## config.mk

```make
export PLATFORM = sky130hd
export DESIGN_NAME = icache
export DESIGN_NICKNAME = d
export VERILOG_FILES = /design/src/rtl/icache.sv
export SDC_FILE = /design/constraint.sdc
export NUM_CORES = 2
export LEC_CHECK = 0
export BUFFER_PORTS_ARGS = -buffer_cell sky130_fd_sc_hd__buf_2
export CAP_MARGIN = 10
export CORE_MARGIN = 8
export CORE_UTILIZATION = 40
export DETAILED_ROUTE_END_ITERATION = 7
export SYNTH_ARGS = -nofsm -noshare
export SYNTH_HDL_FRONTEND = slang
export SYNTH_SLANG_ARGS = --single-unit
```

## constraint.sdc

```tcl
create_clock -name clk -period 7.6 [get_ports clk]
set_clock_uncertainty 0.2 [all_clocks]
set_input_delay 1.52 -clock clk [delete_from_list [all_inputs] [get_ports clk]]
set_output_delay 1.52 -clock clk [all_outputs]
set_load 0.01 [all_outputs]
```

## src/rtl/icache.sv

```systemverilog
// icache: direct-mapped, read-only instruction cache with in-order multi-beat line refill.
// Defining ICACHE_FLUSH_EN adds a flush port that invalidates every line.
module icache #(
    parameter int unsigned LINES = 16,
    parameter int unsigned WORDS = 4
) (
    input  logic        clk,
    input  logic        rst,
    input  logic        valid,
    input  logic [31:0] addr,
    output logic        ready,
    output logic [31:0] rdata,
    output logic        mem_req,
    output logic [31:0] mem_addr,
    input  logic        mem_ack,
    input  logic [31:0] mem_rdata
`ifdef ICACHE_FLUSH_EN
    ,
    input  logic        flush
`endif
);
    localparam int unsigned OB = $clog2(WORDS);
    localparam int unsigned IB = $clog2(LINES);
    localparam int unsigned TW = 32 - OB - IB - 2;
    localparam logic [OB-1:0] BEAT_LAST = OB'(WORDS - 1);

    typedef enum logic {IDLE, REFILL} state_t;

    state_t          state, state_nxt;
    logic [LINES-1:0] valid_bit;
    logic [TW-1:0]   tag_mem  [LINES];
    logic [31:0]     data_mem [LINES][WORDS];
    logic [TW-1:0]   req_tag;
    logic [IB-1:0]   req_index;
    logic [OB-1:0]   beat;
    logic            flush_pend;
    logic            flush_i;
    logic [OB-1:0]   off;
    logic [IB-1:0]   idx;
    logic [TW-1:0]   tg;
    logic            hit;
    logic            start;
    logic            last_ack;
    logic            unused_addr_bits;

`ifdef ICACHE_FLUSH_EN
    assign flush_i = flush;
`else
    assign flush_i = 1'b0;
`endif

    assign unused_addr_bits = ^addr[1:0];

    always_comb begin
        off   = addr[OB+1:2];
        idx   = addr[IB+OB+1:OB+2];
        tg    = addr[31:IB+OB+2];
        hit   = valid && (state == IDLE) && valid_bit[idx] && (tag_mem[idx] == tg);
        ready = hit && !flush_i;
        rdata = ready ? data_mem[idx][off] : '0;
    end

    always_ff @(posedge clk) begin
        if (rst) begin
            state <= IDLE;
        end else begin
            state <= state_nxt;
        end
    end

    always_comb begin
        state_nxt = state;
        mem_req   = 1'b0;
        mem_addr  = '0;
        start     = 1'b0;
        last_ack  = 1'b0;
        case (state)
            IDLE: begin
                // flush wins over a same-cycle miss
                if (valid && !hit && !flush_i) begin
                    start     = 1'b1;
                    state_nxt = REFILL;
                end
            end
            REFILL: begin
                mem_req  = 1'b1;
                mem_addr = {req_tag, req_index, beat, 2'b00};
                if (mem_ack && (beat == BEAT_LAST)) begin
                    last_ack  = 1'b1;
                    state_nxt = IDLE;
                end
            end
            default: state_nxt = IDLE;
        endcase
    end

    always_ff @(posedge clk) begin
        if (rst) begin
            valid_bit  <= '0;
            beat       <= '0;
            req_tag    <= '0;
            req_index  <= '0;
            flush_pend <= 1'b0;
        end else begin
            if (start) begin
                req_tag    <= tg;
                req_index  <= idx;
                beat       <= '0;
                flush_pend <= 1'b0;
            end
            if (state == REFILL && mem_ack) begin
                beat <= beat + OB'(1);
            end
            // A flush seen at any point of a refill keeps the refilled line invalid
            if (flush_i) begin
                valid_bit <= '0;
                if (state == REFILL && !last_ack) begin
                    flush_pend <= 1'b1;
                end
            end else if (last_ack && !flush_pend) begin
                valid_bit[req_index] <= 1'b1;
            end
            if (last_ack) begin
                flush_pend <= 1'b0;
            end
        end
    end

    always_ff @(posedge clk) begin
        if (!rst && state == REFILL && mem_ack) begin
            data_mem[req_index][beat] <= mem_rdata;
            if (beat == BEAT_LAST) begin
                tag_mem[req_index] <= req_tag;
            end
        end
    end

endmodule

```

### Word-level counts from Yosys, hierarchy flattened

Memories as Yosys holds them, arrays and structs flattened.
Index checks and enable logic that the tools add are counted.

| storage, ports and cells | value |
|---|---|
| register bits | 47 |
| RAM bits | 2432 |
| bits of input ports | 68 |
| output and inout port bits | 66 |
| logic and storage cells | 58 |
| memories | 2 |

Memory list:

| memory | words | bits a word | rd ports | clocked after memory_dff | write ports | RTL line | text |
|---|---|---|---|---|---|---|---|
| data_mem | 16 | 128 | 1 | 0 | 1 | 32 | `logic [31:0] data_mem [LINES][WORDS];` |
| tag_mem | 16 | 24 | 1 | 0 | 1 | 31 | `logic [TW-1:0] tag_mem [LINES];` |

| cells by class | value |
|---|---|
| add/subtract/negate cells | 1 |
| order comparisons | 6 |
| eq/ne operators | 2 |
| mux-type cells | 25 |
| bitwise logic cells | 4 |
| reduce and logical (&&, ||, !) cells | 13 |

Operators by type and width:

| kind | count |
|---|---|
| 32-bit two-way mux | 5 |
| 128-bit two-way mux | 1 |
| 32-bit binary-select mux with 2-bit select | 1 |
| 32-bit demux with 2-bit select | 1 |
| 24-bit == test | 1 |
| 16-bit OR | 1 |
| 1-bit two-way mux | 12 |
| 1-bit logical AND | 10 |
| 4-bit by 5-bit < comparator with 1-bit output (second input constant) | 2 |
| 3-bit greater-or-equal comparator (second input constant) | 2 |
| 2-bit NOT with 3-bit output | 2 |
| 1-bit binary-select mux with 4-bit select | 1 |
| 1-bit demux with 4-bit select | 1 |
| 4-bit by 1-bit greater-or-equal comparator with 1-bit output (second input constant) | 1 |
| 2-bit two-way mux | 2 |
| 3-bit by 1-bit < comparator with 1-bit output (second input constant) | 1 |
| 2-bit by 1-bit adder with 2-bit output (second input constant) | 1 |
| 2-bit == test (second input constant) | 1 |
| 1-bit zero test | 2 |
| 1-bit one-hot mux with 2 select lines | 1 |
| 2-bit nonzero test | 1 |
| 1-bit NOT | 1 |

### Longest topological paths before layout

| logic depth | value |
|---|---|
| depth after elaboration | 10 |
| gate-level depth with buffers | 14 |
| depth with buffers taken out | 8 |

### Worst setup path before layout

Ideal clock, no wire load.

| timing path | value |
|---|---|
| path type | input to output |
| from | input port addr[4] |
| to | output port rdata[18] |
| arrival | 4749 ps |
| required time | 5880 ps |
| setup slack | 1131 ps |
| stages | 12 |
| path buffers | 8 |
| cells stage by stage | buf_2 > buf_6 > buf_2 > buf_4 > buf_2 > buf_4 > buf_2 > buf_2 > mux4_2 > mux4_2 > a211oi_1 > a211oi_1 |

| between the ends | value |
|---|---|
| longest elaborated chain between the ends | 5 |
| elaborated cells between the ends (all ways) | 11 |
| classes of those cells | eq/ne (1); mux (6); reduce/logical (2); memory (2) |

RTL lines:

| item | RTL line | text |
|---|---|---|
| from (decl) | 10 | `input logic [31:0] addr,` |
| memory read 16 x 128 bit or 1-bit binary-select mux with 4-bit select (tied branches) | - |  |
| 32-bit binary-select mux with 2-bit select or 1-bit two-way mux (tied branches) | 60, 58 |  |
| 32-bit two-way mux (not written as such) or 1-bit logical AND (tied branches) (2 in series) | 60, 58 |  |
| 32-bit two-way mux * | 60 | `rdata = ready ? data_mem[idx][off] : '0;` |
| to (decl) | 12 | `output logic [31:0] rdata,` |

Every way passes the cells marked *; elsewhere a longest branch is shown, timed or not. The select of a mux whose other input is x is not followed.

### Final worst setup path

| timing path | value |
|---|---|
| from | input port addr[5] |
| to | output port rdata[0] |

Same word-level chain as after synthesis.

==> results.txt <==
Status = finished clean
Worst vdd ir = 246 uV
Final wirelength = 233000 um
Metal-1 WL = 97900 um
DR vias = 44200
Pin count of the biggest net entering global routing = 84
Fmax = 136 MHz
Highest routed layer = met5
Inserted Clock Buffers = 237
Met2 wire len = 112000 um
H-tree Lvls = 4
Total Power = 27.8 mW
Setup crit start kind = input port
Flops & latches, synth = 2479
I/O Buffers = 129
DRC = 0
Synth warn = 0
Cells on Worst Hold Path = 1
Crit path DAT = 5620 ps
Final TNS setup = 0 ps
Clock power frac = 40.6%
Simple-gate share of the synthesized area = 1.84%
Synth cell types = 63
Hold Path Class = reg -> reg
Lkg Pwr = 33.8 nW
RSZ-0062 raised after global routing = no
Worst slew pin tran = 1250 ps
Core box area = 0.238 mm^2
Clock sinks = 2479
Post-synth top area cell = edfxtp_1
CTS tree = yes
Type of destination of the critical path = output pin
Post-synth ARST share = 0%
PD cells = 256 mW/mm^2
Die area = 0.255 mm^2
Detail Route Antenna Nets = 0
Ports = 134
Final Max Tran Viols = 0
Post-synthesis xor/xnor area fraction = 0.183%
Detailed-routed wire length on met3 = 17400 um
Slew headroom = 16.8%
Fin nets = 4429
Initial antenna violation count = 24
Placed cells = 7285
Syn_area_per_cell = 23.6 um^2
# fillers = 19600
Most frequent cells in the layout = 2432 x edfxtp_1, 751 x mux4_2, 241 x clkbuf_16
Commonest non-fill, non-tap cell in the layout = edfxtp_1
Int Pwr = 21.9 mW
Clk Latency, worst-skew pair = 870 ps
Row count = 179
First-pass GRT wire length = 334000 um
DR vias/cell = 5.72
Hold WS = 248 ps
GR Overflow Total = 0
Sequential power share = 54.7%
Ranking of synthesized cells by area = edfxtp_1 76%, mux4_2 18%, dfxtp_1 0.98%, mux2i_1 0.48%, nor2b_1 0.43%
Area growth syn-to-layout = 13.6%
GP Congestion = 0.768
Mapped Area = 0.0956 mm^2
Synth Area in Adders = 0.0523%
1st-pass router iterations = 7
CTS clk-pin slew, worst paths = 60 ps
Ys flop type = edfxtp_1
Final min period = 7340 ps
Sw Pwr = 5.85 mW
Synth Area in Compound Gates = 1.26%
Max_cap viols = 0
Die height = 505 um
R2R cell count = 6
Seq/Total Area, Yosys = 77.4%
Drt wl/cell = 30.2 um
Share of cells above drive strength 1 = 31.4%
Maximum clock path buffer count = 3
Vias in the first global route = 45300
Post-synth top area share = 76.4%
Sw frac = 21.0%
Post-CTS setup buffers = 0
Logic pwr share = 4.7%
Crit-path max FO = 54
Final Hold Viols = 0
EDFF count, synth = 2432
HPWL Detailed = 130000 um
Initial DRC count = 4424
Cells after synthesis = 4055
Required @ worst endpoint = 5880 ps
Chip width = 505 um
Largest family of logic cells by synthesized area = multiplexers
Layout Cells excl Fill = 7727
Clk root buf = clkbuf_16
WS Path Type = in -> out
Total GRT Usage = 18.0%
Final setup fails = 0
Multiplexer share of the synthesized area = 18.2%
Initial Util = 40.2%
Tcrit/Tclk final = 96.6%
R2R setup slack = 3630 ps
[critical path: stages]
cell,delay (ps)
buf_8,430
mux4_2,600
mux2_2,320
a22o_1,190
a211o_1,260
o22ai_1,220
nor4bb_1,310
nand4_1,440
buf_4,440
a311oi_1,500
buf_4,200
buf_2,120
[final timing paths]
kind	start	endpoint
setup reg to reg	state$_SDFF_PP0_	data_mem[2][98]$_DFFE_PP_
setup / recovery	addr[5]	rdata[0]
hold / removal	valid_bit[6]$_SDFFE_PP0P_	valid_bit[6]$_SDFFE_PP0P_
hold reg to reg	valid_bit[6]$_SDFFE_PP0P_	valid_bit[6]$_SDFFE_PP0P_
[power groups by stage]
stage | logic [mW] | registers (mW) | clock network [mW]
final | 1.31 | 15.2 | 11.3
after global routing | 1.40 | 15.2 | 12.0
after global placement | 1.30 | 15.5 | 0
after floorplan | 0.793 | 15.4 | 0
after CTS | 1.33 | 15.2 | 11.5
after detailed placement | 1.32 | 15.5 | 0
[sequential cells by signal (all words and copies together), names as in the netlist]
name / cells
beat: 2
data_mem: 2048
req_index: 4
req_tag: 24
state: 1
tag_mem: 384
valid_bit: 16
[cells in the mapped netlist (all sizes together) (2+ instances only)]
| cell | n |
|---|---|
| edfxtp | 2432 |
| mux4 | 751 |
| buf | 123 |
| nor2 | 108 |
| clkbuf | 104 |
| nand2 | 74 |
| nor2b | 66 |
| dfxtp | 47 |
| mux2i | 46 |
| and2 | 37 |
| nand3 | 37 |
| o21ai | 35 |
| a311o | 28 |
| a211oi | 17 |
| a21o | 16 |
| a22oi | 15 |
| xnor2 | 12 |
| nand4 | 9 |
| a311oi | 8 |
| inv | 8 |
| xor2 | 8 |
| a22o | 7 |
| a21oi | 5 |
| and3 | 5 |
| a221oi | 4 |
| ha | 4 |
| nand2b | 4 |
| mux2 | 3 |
| nor3b | 3 |
| nor4 | 3 |
| o21a | 3 |
| o22ai | 3 |
| a21boi | 2 |
| a2bb2oi | 2 |
| nand3b | 2 |
| nand4b | 2 |
| o211ai | 2 |
| o221ai | 2 |
[through the flow]
stage	util [%]	setup slack [ps]	area [um^2]
floorplan	-	1130	95600
global placement	42.6	3.95	101000
detailed placement	42.6	42.6	101000
CTS	45.7	40.4	109000
global route	45.7	93.6	109000
finish	45.7	255	109000
[cells by family after synthesis]
group           count (synthesis)
compound gates                158
flops                        2479
simple gates                  357
fa+ha+maj                       4
other cells                     1
mux                           800
xor+xnor                       20
buf+inv                       236
[final cells by class]
type                    count  area (um^2)  share of cell area (%)
diodes                      4         10.0                 0.00921
repair buffers            289         2190                    2.02
flip-flops and latches   2479        74000                    68.1
inverters                   9         38.8                  0.0357
well taps                3167         3960                    3.65
clock buffers             310         6320                    5.82
clock inverters           128         1060                   0.972
multi-input cells        1341        21100                    19.4
[layer usage]
metal	vias to the layer above	GRT usage, %
li1	18000	-
met3	301	3.61
met1	24300	25.4
met5	-	0
met2	1594	28.8
met4	2	4.55
[what timing repair did]
item | in CTS | in global routing
hold buffers | 0 | 0
endpoints found under the setup margin | 0 | 1
gates resized for setup | 0 | 1
No activity file was read; power rests on OpenSTA's default activity.
